`src/rtl/ycr_arbn.sv`:
```
// N-way round-robin arbiter with registered grant, burst hold, lock and ack watchdog.
// Grant is held until ack or timeout; a release always costs one idle ARB cycle.
module ycr_arbn #(
   parameter int unsigned NREQ    = 4,
   parameter int unsigned NW      = $clog2(NREQ),
   parameter int unsigned BURST_W = 4,
   parameter int unsigned TMO_W   = 8
) (
   input  logic               clk,
   input  logic               rst,
   input  logic [NREQ-1:0]    req,
   input  logic               ack,
   input  logic               lock,
   input  logic [BURST_W-1:0] burst_max,
   input  logic [TMO_W-1:0]   tmo_cycles,
   output logic               gnt_vld,
   output logic [NW-1:0]      gnt_id,
   output logic [NREQ-1:0]    gnt_oh,
   output logic               tmo_err
);

   typedef enum logic [0:0] {StArb, StWaitAck} state_e;

   state_e             state_q, state_d;
   logic [NW-1:0]      ptr_q, ptr_d;
   logic [BURST_W-1:0] burst_cnt_q, burst_cnt_d;
   logic [TMO_W-1:0]   tmo_cnt_q, tmo_cnt_d;
   logic               gnt_vld_q, gnt_vld_d;
   logic [NW-1:0]      gnt_id_q, gnt_id_d;
   logic [NREQ-1:0]    gnt_oh_q, gnt_oh_d;
   logic               tmo_err_q, tmo_err_d;

   logic               win_found;
   logic [NW-1:0]      win_id;
   logic [NW-1:0]      scan_idx;
   logic [BURST_W:0]   burst_inc;
   logic [BURST_W-1:0] burst_lim;
   logic [BURST_W-1:0] burst_sat;
   logic               keep;
   logic               tmo_hit;
   logic [NW-1:0]      ptr_nxt;

   // Rotating priority scan: first requester at or after ptr (mod NREQ) wins.
   always_comb begin
      win_found = 1'b0;
      win_id    = '0;
      scan_idx  = '0;
      for (int unsigned i = 0; i < NREQ; i++) begin
         scan_idx = NW'((32'(ptr_q) + i) % NREQ);
         if (!win_found && req[scan_idx]) begin
            win_found = 1'b1;
            win_id    = scan_idx;
         end
      end
   end

   always_comb begin
      burst_inc = {1'b0, burst_cnt_q} + 1'b1;
      burst_lim = (burst_max == '0) ? BURST_W'(1) : burst_max;
      burst_sat = (&burst_cnt_q) ? burst_cnt_q : burst_cnt_q + 1'b1;
      keep      = req[gnt_id_q] && (lock || (burst_inc < {1'b0, burst_lim}));
      tmo_hit   = (tmo_cycles != '0) && (tmo_cnt_q == tmo_cycles - 1'b1);
      ptr_nxt   = (gnt_id_q == NW'(NREQ - 1)) ? '0 : gnt_id_q + 1'b1;
   end

   always_comb begin
      state_d     = state_q;
      ptr_d       = ptr_q;
      burst_cnt_d = burst_cnt_q;
      tmo_cnt_d   = tmo_cnt_q;
      gnt_vld_d   = gnt_vld_q;
      gnt_id_d    = gnt_id_q;
      gnt_oh_d    = gnt_oh_q;
      tmo_err_d   = 1'b0;
      unique case (state_q)
         StArb: begin
            if (win_found) begin
               state_d     = StWaitAck;
               gnt_vld_d   = 1'b1;
               gnt_id_d    = win_id;
               gnt_oh_d    = NREQ'(1) << win_id;
               burst_cnt_d = '0;
               tmo_cnt_d   = '0;
            end
         end
         StWaitAck: begin
            if (ack || tmo_hit) begin
               // ack takes priority over a coincident timeout
               tmo_cnt_d   = '0;
               burst_cnt_d = burst_sat;
               if (ack && keep) begin
                  state_d = StWaitAck;
               end else begin
                  state_d     = StArb;
                  gnt_vld_d   = 1'b0;
                  gnt_oh_d    = '0;
                  ptr_d       = ptr_nxt;
                  burst_cnt_d = '0;
                  tmo_err_d   = !ack;
               end
            end else if ((tmo_cycles != '0) && !(&tmo_cnt_q)) begin
               tmo_cnt_d = tmo_cnt_q + 1'b1;
            end
         end
         default: state_d = StArb;
      endcase
   end

   always_ff @(posedge clk or posedge rst) begin
      if (rst) begin
         state_q     <= StArb;
         ptr_q       <= '0;
         burst_cnt_q <= '0;
         tmo_cnt_q   <= '0;
         gnt_vld_q   <= 1'b0;
         gnt_id_q    <= '0;
         gnt_oh_q    <= '0;
         tmo_err_q   <= 1'b0;
      end else begin
         state_q     <= state_d;
         ptr_q       <= ptr_d;
         burst_cnt_q <= burst_cnt_d;
         tmo_cnt_q   <= tmo_cnt_d;
         gnt_vld_q   <= gnt_vld_d;
         gnt_id_q    <= gnt_id_d;
         gnt_oh_q    <= gnt_oh_d;
         tmo_err_q   <= tmo_err_d;
      end
   end

   assign gnt_vld = gnt_vld_q;
   assign gnt_id  = gnt_id_q;
   assign gnt_oh  = gnt_oh_q;
   assign tmo_err = tmo_err_q;

endmodule

```
`config.mk`:
```
export PLATFORM = sky130hd
export DESIGN_NAME = ycr_arbn
export DESIGN_NICKNAME = d
export VERILOG_FILES = /design/src/rtl/ycr_arbn.sv
export SDC_FILE = /design/constraint.sdc
export NUM_CORES = 1
export LEC_CHECK = 0
export ABC_AREA = 1
export BUFFER_PORTS_ARGS = -buffer_cell sky130_fd_sc_hd__buf_2
export CORE_MARGIN = 1
export CORE_UTILIZATION = 57
export DETAILED_ROUTE_END_ITERATION = 6
export GPL_TIMING_DRIVEN = 0
export PLACE_DENSITY = 0.8
export SLEW_MARGIN = 30
export SYNTH_ARGS = -nofsm -noshare
export SYNTH_HDL_FRONTEND = slang
export SYNTH_SLANG_ARGS = --single-unit
```
`constraint.sdc`:
```
create_clock -name clk -period 2.4 [get_ports clk]
set_clock_uncertainty 0.2 [all_clocks]
set_input_delay 0.24 -clock clk [delete_from_list [all_inputs] [get_ports clk]]
set_output_delay 0.24 -clock clk [all_outputs]
set_load 0.05 [all_outputs]
```
==> results.sh, run 1 <==
export IMPL_status="complete, no violations"
export IMPL_vdd_ir_drop_max_v=0.000749
export IMPL_io_buffers=27
export IMPL_pin_count=28
export IMPL_cts_made_buffers=3
export IMPL_clock_path_buffers=2
export IMPL_yosys_warnings=0
export IMPL_grt_max_degree=24
export IMPL_worstReg2RegEnd="burst_cnt_q[3]$_DFFE_PP0P_"
export IMPL_postCtsSetupBuffers=0
export IMPL_crit_chain="ha_1, xor2_2, ha_1, a21oi_1, o21bai_1, o21bai_2, nand2_2, nor2_1, nand4_1, nand2_1"
export IMPL_coreArea_um2=3130
export IMPL_drt_initial_drc_count=55
export IMPL_p_per_area_nw_per_um2=997
export IMPL_crit_type="reg -> reg"
export IMPL_tightest_slew_ns=0.789
export IMPL_rows=20
export IMPL_slowest_delay_ns=0.43
export IMPL_critPathLaunchType="flop"
export IMPL_synth_top_area_share_pct=30.1
export IMPL_final_area_um2=2170
export IMPL_routed_wl_um=3690
export IMPL_cts_tree="yes"
export IMPL_async_reset_ff_share_pct=100
export IMPL_timing_fmax_mhz=434
export IMPL_dpl_cell_count=349
export IMPL_max_slew_margin_pct=47.1
export IMPL_holdPathStages=4
export IMPL_min_path_type="in -> reg"
export IMPL_dp_hpwl_um=2920
export IMPL_crit_arrival_ns=2.36
export IMPL_synthesis_nets=305
export IMPL_drt_vias_per_instance=5.03
export IMPL_synth_cell_types=33
export IMPL_r2r_start="burst_cnt_q[0]$_DFFE_PP0P_"
export IMPL_area_growth_pct=13.4
export IMPL_hold_viol=0
export IMPL_crit_required_ns=2.45
export IMPL_cap_violations=0
export IMPL_ys_flop_type="dfrtp_1"
export IMPL_grt_pass1_vias=1404
export IMPL_min_period_ns=2.31
export IMPL_synth_edf_count=0
export IMPL_yosysSeqAreaShare_pct=30.1
export IMPL_cts_sinks=23
export IMPL_root_buffer="clkbuf_4"
export IMPL_setup_viol=0
export IMPL_r2r_cells=10
export IMPL_yosysTopAreaCell="dfrtp_1"
export IMPL_synthCells=278
export IMPL_drc=0
export IMPL_grt_pass1_wl_um=5970
export IMPL_antenna_found_initial=0
export IMPL_final_cells=354
export IMPL_wl_per_cell_um=10.4
export IMPL_drv_slew=0
export IMPL_dpl_cell_area_um2=2100
export IMPL_post_synth_cell_area_avg_um2=6.88
export IMPL_synth_area_leaders="dfrtp_1 (30%), nand2_1 (15%), nand3_1 (9.2%)"
export IMPL_leakage_nw=1.23
export IMPL_drt_first_pass_iters=4
export IMPL_drive_gt1_share_pct=20.0
export IMPL_critPathCaptureType="flop"
export IMPL_ys_ff_latch=23
export IMPL_die_w_um=59.9
export IMPL_r2r_slack_ns=0.09
export IMPL_htree_levels=1
export IMPL_globalplace_congestion=0.833
export IMPL_die_area_um2=3590
export IMPL_start_util_pct=61.2
export IMPL_diodes=0
export IMPL_die_h_um=59.9
export IMPL_min_delay_start="ack"
export IMPL_final_nets=338
export IMPL_period_share_pct=96.1
export IMPL_grt_total_usage_pct=22.1
export IMPL_nFillCells=288
export IMPL_hold_end="tmo_err$_DFF_PP0_"
export IMPL_path_clk_slew_ns=0.14
export IMPL_crit_slowest_cell="dfrtp_1"
export IMPL_syn_area_um2=1910
export IMPL_via_count=1780
export IMPL_critPathMaxFanout=4
export IMPL_clkLatencyLatePin_ns=0.32
export IMPL_critPathMostFrequentCell="ha_1"
export IMPL_power_total_mw=2.16
export IMPL_ant_nets=0
export IMPL_grt_overflow_total=0
[power by group]
group          switching (mW)  total [mW]  internal (mW)
sequential              0.104       0.592          0.488
combinational           0.935        1.39          0.453
clock                   0.120       0.184         0.0637
total                    1.16        2.16           1.01
[placed cells by master, fill, tap and decap left out, types with 2 or more instances in the layout]
master / n
nand3_1: 34
dfrtp_1: 23
a21oi_1: 5
ha_1: 7
nand4_1: 10
o21bai_2: 2
nor2_4: 2
nand3_2: 4
nand2_1: 73
o21ai_0: 3
o21ai_1: 8
clkbuf_4: 3
nor2_2: 2
buf_2: 28
nor2_1: 26
xor2_1: 8
inv_1: 39
xnor2_1: 5
nand2_2: 8
xor2_2: 2
[per-stage QoR]
step                      setup slack, ns  utilization [%]  TNS (ns)  hold slack [ns]
after floorplan                     0.261                -         0           0.0419
after global placement             0.0769             67.2         0            0.252
after detailed placement           0.0421             67.2         0            0.261
after CTS                          0.0252             68.5         0           0.0290
after global routing              -0.0300             69.4    -0.108           0.0182
final                              0.0940             69.4         0           0.0311
[registers in the layout, indices dropped and copies added (netlist names)]
register,count
state_q,1
tmo_err,1
gnt_oh,4
gnt_vld,1
tmo_cnt_q,8
ptr_q,2
gnt_id,2
burst_cnt_q,4
[worst max path at each step]
stage	startpoint	endpoint	slack (ns)	cells past startpoint
6_report	burst_cnt_q[0]$_DFFE_PP0P_	burst_cnt_q[3]$_DFFE_PP0P_	0.09	10
5_1_grt	burst_cnt_q[0]$_DFFE_PP0P_	burst_cnt_q[3]$_DFFE_PP0P_	-0.03	10
4_1_cts	burst_cnt_q[0]$_DFFE_PP0P_	gnt_oh[0]$_DFFE_PP0P_	0.03	10
3_5_place_dp	burst_cnt_q[0]$_DFFE_PP0P_	gnt_oh[0]$_DFFE_PP0P_	0.04	10
3_3_place_gp	burst_cnt_q[0]$_DFFE_PP0P_	gnt_oh[1]$_DFFE_PP0P_	0.08	10
2_1_floorplan	burst_cnt_q[0]$_DFFE_PP0P_	gnt_oh[3]$_DFFE_PP0P_	0.26	10
[kinds of logic (layout without fill, tap and decap cells)]
kind of cell	Yosys count	after routing	share of synthesized area [%]
DFF	23	23	30.1
and+or+nand+nor	166	166	41.2
AOI/OAI and AO/OA	23	23	7.72
xor gates and xnor gates	15	15	7.26
buffers and inverters	44	76	9.16
adders and majority gates	7	7	4.58
[critical path: cells and delay by family, from the launching register on]
kind / cells / cell delay, ns
fa+ha+maj: 2 / 0.57
simple gates: 4 / 0.45
compound gates: 3 / 0.45
xor+xnor: 1 / 0.16
flops: 1 / 0.43
[cells in the mapped netlist (2+ instances only)]
library cell,count
a21oi_1,5
dfrtp_1,23
ha_1,7
inv_1,40
nand2_1,74
nand2_2,7
nand3_1,35
nand3_2,4
nand4_1,10
nor2_1,26
nor2_2,2
nor2_4,2
o21ai_0,3
o21ai_1,8
o21bai_1,2
xnor2_1,5
xor2_1,9
[layer usage]
layer	track usage, %	vias to the layer above	share of wire, %
met1	33.2	782	52
met4	4.98	0	0.95
met5	0	-	0
met3	3.25	5	4.0
li1	-	951	-
met2	33.5	42	43
[layout make-up]
type	instances	area, µm²	area share, %
multi-input cells	211	1190	54.8
flip-flops and latches	23	576	26.5
inverters	41	154	7.09
repair buffers	28	145	6.69
well taps	44	55.1	2.54
clock buffers	3	22.5	1.04
plain buffers	3	21.3	0.980
clock inverters	1	7.51	0.346
[timing repair]
action,CTS,global route
gates resized for setup,0,5
hold buffers,1,0
setup endpoints to repair,0,12
hold endpoints to repair,23,0
(Power assumes the default switching activity.)
==> run 2: changes to the inputs <==
--- a/config.mk
+++ b/config.mk
@@ -8,10 +8,10 @@
 export ABC_AREA = 1
 export BUFFER_PORTS_ARGS = -buffer_cell sky130_fd_sc_hd__buf_2
 export CORE_MARGIN = 1
-export CORE_UTILIZATION = 57
+export CORE_UTILIZATION = 40
 export DETAILED_ROUTE_END_ITERATION = 6
 export GPL_TIMING_DRIVEN = 0
-export PLACE_DENSITY = 0.8
+export PLACE_DENSITY = 0.59
 export SLEW_MARGIN = 30
 export SYNTH_ARGS = -nofsm -noshare
 export SYNTH_HDL_FRONTEND = slang
==> results.sh, run 2 (synthesis results as in run 1) <==
export IMPL_status="complete, no violations"
export IMPL_cap_violations=0
export IMPL_top_register="tmo_cnt_q"
export IMPL_drc=0
export IMPL_grt_overflow_total=0
export IMPL_pin_count=28
export IMPL_cts_sinks=23
export IMPL_met3_usage_pct=2.99
export IMPL_min_path_type="in -> reg"
export IMPL_hold_viol=0
export IMPL_swShare_pct=52.5
export IMPL_met2_usage_pct=25.9
export IMPL_start_util_pct=42.8
export IMPL_drv_slew=0
export IMPL_die_area_um2=5060
export IMPL_crit_type="reg -> reg"
export IMPL_final_nets=338
export IMPL_final_cells=362
export IMPL_critPathLaunchType="flop"
export IMPL_dp_hpwl_um=3220
export IMPL_globalplace_congestion=0.782
export IMPL_dpl_cell_area_um2=2110
export IMPL_leakage_nw=1.24
export IMPL_max_slew_margin_pct=44.9
export IMPL_clkPwrFrac_pct=10.7
export IMPL_drt_initial_drc_count=68
export IMPL_cts_made_buffers=3
export IMPL_ant_nets=0
export IMPL_crit_path_start="burst_cnt_q[0]$_DFFE_PP0P_"
export IMPL_final_area_um2=2190
export IMPL_tightest_slew_ns=0.821
export IMPL_largest_register_ffs=8
export IMPL_worstReg2RegEnd="gnt_oh[0]$_DFFE_PP0P_"
export IMPL_busiest_layer="met1"
export IMPL_r2r_slack_ns=0.12
export IMPL_dpl_cell_count=357
export IMPL_clkLatencyLatePin_ns=0.26
export IMPL_period_share_pct=95.1
export IMPL_grt_max_degree=24
export IMPL_min_period_ns=2.28
export IMPL_crit_arrival_ns=2.28
export IMPL_coreArea_um2=4470
export IMPL_routed_wl_um=4050
export IMPL_share_seq_of_total_power_pct=26.4
export IMPL_postCtsSetupBuffers=0
export IMPL_io_buffers=27
export IMPL_antenna_found_initial=0
export IMPL_drive_gt1_share_pct=19.7
export IMPL_setup_viol=0
export IMPL_r2r_start="burst_cnt_q[0]$_DFFE_PP0P_"
export IMPL_final_cell_mix="nand2_1 (73), inv_1 (39), nand3_1 (34)"
export IMPL_fin_hold_ws_ns=0.127
export IMPL_via_count=1772
export IMPL_grt_pass1_vias=1582
export IMPL_cts_tree="yes"
export IMPL_grt_pass1_wl_um=7030
export IMPL_root_buffer="clkbuf_8"
export IMPL_crit_end="gnt_oh[0]$_DFFE_PP0P_"
export IMPL_vdd_ir_drop_max_v=0.000443
export IMPL_nFillCells=490
export IMPL_path_clk_slew_ns=0.08
export IMPL_diodes=0
export IMPL_grt_use_met1_pct=26.1
export IMPL_wl_per_cell_um=11.2
export IMPL_rows=24
export IMPL_timing_fmax_mhz=438
export IMPL_clock_path_buffers=2
export IMPL_finalWorstSetupSlack_ns=0.118
export IMPL_die_w_um=71.2
export IMPL_final_common_cell="nand2_1"
export IMPL_critPathCaptureType="flop"
export IMPL_area_growth_pct=14.7
export IMPL_drt_first_pass_iters=6
export IMPL_htree_levels=1
export IMPL_p_switching_mw=1.17
export IMPL_r2r_cells=10
export IMPL_grt_total_usage_pct=17.3
export IMPL_crit_required_ns=2.40
export IMPL_p_per_area_nw_per_um2=1020
export IMPL_intPower_mw=1.06
export IMPL_critPathMaxFanout=10
export IMPL_die_h_um=71.2
export IMPL_p_comb_share_pct=62.9
export IMPL_drt_vias_per_instance=4.90
export IMPL_dp_slack_ns=0.0230
## run 2: cell types whose count changed in the layout (fill, tap and decap cells not counted)
cell / change
clkbuf_4: -3
clkbuf_8: +3
clkbuf_1: +1
clkinvlp_4: -1
## run 2: stage by stage
step / total power, mW / setup TNS (ns) / utilization [%]
after floorplan: 1.71 / 0 / -
after global placement: 1.98 / 0 / 47.2
after detailed placement: 1.99 / 0 / 47.2
final: 2.23 / 0 / 49.0
after CTS: 2.24 / 0 / 48.5
after global routing: 2.46 / -0.302 / 49.0
## run 2: metal layers
layer | vias up | part of all wire (%) | wire length (µm)
met4 | 0 | 0.67 | 27
met3 | 2 | 2.7 | 109
met2 | 31 | 42 | 1720
li1 | 949 | - | -
met5 | - | 0 | 0
met1 | 790 | 54 | 2200
## run 2: worst max-delay path, cell delays in order (launching register included)
cell and delay (ns):
dfrtp_1 0.41, ha_1 0.25, xor2_2 0.16, ha_1 0.31, a21oi_1 0.14, o21bai_1 0.10
o21bai_2 0.20, nand2_2 0.14, nand3_4 0.15, nand3_1 0.08, nand2_1 0.08
## run 2: layout make-up
class,count,area [µm²],area share [%]
Inverter,41,154,7.01
Clock buffer,4,45.0,2.05
Tap cell,52,65.1,2.96
Multi-Input combinational cell,211,1190,54.2
Sequential cell,23,576,26.2
Buffer,3,21.3,0.969
Timing Repair Buffer,28,145,6.61
## run 2: worst min-delay path by stage
stage,startpoint,endpoint,slack [ns],depth (start not counted)
6_report,ack,tmo_err$_DFF_PP0_,0.13,4
5_1_grt,ack,tmo_err$_DFF_PP0_,0.14,4
4_1_cts,ack,tmo_err$_DFF_PP0_,0.13,4
3_5_place_dp,gnt_vld$_DFFE_PP0P_,gnt_vld$_DFFE_PP0P_,0.26,2
3_3_place_gp,gnt_vld$_DFFE_PP0P_,gnt_vld$_DFFE_PP0P_,0.25,2
2_1_floorplan,rst,burst_cnt_q[0]$_DFFE_PP0P_,0.04,1
## run 2: repair_timing
item,4_1_cts,5_1_grt
hold endpoints to repair,23,0
gates resized for setup,0,5
hold buffers,1,0
endpoints found under the setup margin,0,12
## run 2: power by group through the flow
stage,Sequential (mW),Clock (mW),Combinational (mW)
4_1_cts,0.590,0.250,1.40
5_1_grt,0.607,0.267,1.58
3_5_place_dp,0.597,0,1.39
2_1_floorplan,0.735,0,0.975
3_3_place_gp,0.595,0,1.38
6_report,0.589,0.239,1.40
==> run 3: changes to the inputs <==
--- a/config.mk
+++ b/config.mk
@@ -6,12 +6,12 @@
 export NUM_CORES = 1
 export LEC_CHECK = 0
 export ABC_AREA = 1
-export BUFFER_PORTS_ARGS = -buffer_cell sky130_fd_sc_hd__buf_2
 export CORE_MARGIN = 1
 export CORE_UTILIZATION = 40
 export DETAILED_ROUTE_END_ITERATION = 6
+export DONT_BUFFER_PORTS = 1
 export GPL_TIMING_DRIVEN = 0
-export PLACE_DENSITY = 0.59
+export PLACE_DENSITY = 0.54
 export SLEW_MARGIN = 30
 export SYNTH_ARGS = -nofsm -noshare
 export SYNTH_HDL_FRONTEND = slang
==> results.sh, run 3 (synthesis results as in run 1) <==
export IMPL_min_path_type="in -> reg"
export IMPL_cts_tree="yes"
export IMPL_critPathMaxFanout=5
export IMPL_critPathCaptureType="flop"
export IMPL_finalSetupTns_ns=0
export IMPL_setup_viol=0
export IMPL_rsz0062_at_grt="no"
export IMPL_final_area_um2=2110
export IMPL_final_nets=313
export IMPL_drt_initial_drc_count=47
export IMPL_crit_required_ns=2.41
export IMPL_dp_slack_ns=-0.0102
export IMPL_violations="design-rule violations"
export IMPL_pin_count=28
export IMPL_crit_arrival_ns=2.25
export IMPL_drive_gt1_share_pct=15.1
export IMPL_period_share_pct=93.7
export IMPL_leakage_nw=1.15
export IMPL_timing_fmax_mhz=445
export IMPL_grt_total_usage_pct=17.9
export IMPL_rows=24
export IMPL_dp_hpwl_um=3140
export IMPL_cts_sinks=23
export IMPL_die_h_um=71.2
export IMPL_p_per_area_nw_per_um2=1050
export IMPL_tightest_slew_ns=0.655
export IMPL_final_cell_mix="nand2_1 (73), inv_1 (39), nand3_1 (34)"
export IMPL_grt_overflow_total=0
export IMPL_root_buffer="clkbuf_8"
export IMPL_antenna_found_initial=0
export IMPL_start_util_pct=42.8
export IMPL_vdd_ir_drop_max_v=0.000604
export IMPL_cap_violations=0
export IMPL_wl_per_cell_um=12.1
export IMPL_largest_register_ffs=8
export IMPL_area_growth_pct=10.5
export IMPL_final_common_cell="nand2_1"
export IMPL_drv_slew=0
export IMPL_top_register="tmo_cnt_q"
export IMPL_globalplace_congestion=0.769
export IMPL_max_slew_margin_pct=56.3
export IMPL_grt_pass1_vias=1733
export IMPL_status="complete, but fails checks"
export IMPL_multi_input_area_um2=1230
export IMPL_min_period_ns=2.25
export IMPL_htree_levels=1
export IMPL_path_clk_slew_ns=0.09
export IMPL_io_buffers=0
export IMPL_layout_area_seq_um2=576
export IMPL_finalWorstSetupSlack_ns=0.152
export IMPL_routed_wl_um=4090
export IMPL_drc=1
export IMPL_clock_path_buffers=2
export IMPL_diodes=0
export IMPL_critPathLaunchType="flop"
export IMPL_grt_max_degree=24
export IMPL_power_total_mw=2.21
export IMPL_nFillCells=465
export IMPL_ant_nets=0
export IMPL_clkLatencyLatePin_ns=0.26
export IMPL_via_count=1684
export IMPL_die_w_um=71.2
export IMPL_coreArea_um2=4470
export IMPL_dpl_cell_area_um2=1980
export IMPL_die_area_um2=5060
export IMPL_drt_first_pass_iters=6
export IMPL_crit_type="reg -> reg"
export IMPL_drt_vias_per_instance=5.00
export IMPL_grt_pass1_wl_um=7230
export IMPL_hold_viol=0
export IMPL_cts_made_buffers=3
[run 3: area by class of cell]
type | instances | area share (%)
Buffer | 3 | 1.01
Clock buffer | 3 | 1.95
Clock inverter | 1 | 0.237
Inverter | 41 | 7.28
Multi-Input combinational cell | 212 | 58.4
Sequential cell | 23 | 27.2
Tap cell | 52 | 3.08
Timing Repair Buffer | 2 | 0.828
[run 3: per-stage QoR]
| stage | util (%) | instances | hold slack [ns] |
|---|---|---|---|
| 3_5_place_dp | 44.2 | 330 | 0.193 |
| 4_1_cts | 45.7 | 335 | 0.0289 |
| 3_3_place_gp | 44.2 | 330 | 0.188 |
| 2_1_floorplan | - | 278 | 0.0419 |
| 6_report | 47.3 | 337 | 0.0305 |
| 5_1_grt | 47.3 | 337 | 0.0344 |
[run 3: layer usage]
layer | track usage [%] | part of all wire [%] | wire length [µm]
met1 | 20.6 | 47 | 1910
met2 | 33.9 | 48 | 1970
met3 | 2.28 | 3.7 | 153
met4 | 6.00 | 1.4 | 59
met5 | 0 | 0 | 0
[run 3: what timing repair did]
item / CTS / global route
hold buffers: 1 / 0
endpoints found under the hold margin: 23 / 0
gates resized for setup: 2 / 10
pin swaps: 1 / 7
buffers inserted: 0 / 1
setup endpoints to repair: 7 / 20
cloned: 0 / 1
[run 3: worst paths after layout]
path / from / end / slack (ns) / cells after the start
setup / recovery: burst_cnt_q[0]$_DFFE_PP0P_ / burst_cnt_q[3]$_DFFE_PP0P_ / 0.15 / 10
hold / removal: ack / tmo_err$_DFF_PP0_ / 0.03 / 3
setup reg to reg: burst_cnt_q[0]$_DFFE_PP0P_ / burst_cnt_q[3]$_DFFE_PP0P_ / 0.15 / 10
hold reg to reg: burst_cnt_q[1]$_DFFE_PP0P_ / burst_cnt_q[1]$_DFFE_PP0P_ / 0.32 / 2
max in group asynchronous: rst / tmo_cnt_q[4]$_DFFE_PP0P_ / 1.40 / 2
min in group asynchronous: rst / burst_cnt_q[2]$_DFFE_PP0P_ / 0.26 / 2
[run 3: report_power, final]
part / switching, mW / internal (mW) / total (mW)
registers: 0.274 / 0.485 / 0.759
logic: 0.776 / 0.429 / 1.20
clock network: 0.131 / 0.116 / 0.247
total: 1.18 / 1.03 / 2.21
[run 3: critical path, stage by stage (launching register included)]
cell	delay, ns
dfrtp_1	0.40
ha_2	0.22
xor2_2	0.20
ha_4	0.23
a21oi_2	0.11
o21bai_1	0.09
o21bai_2	0.27
nand2_4	0.12
nor2_2	0.12
nand4_1	0.11
nand2_1	0.09
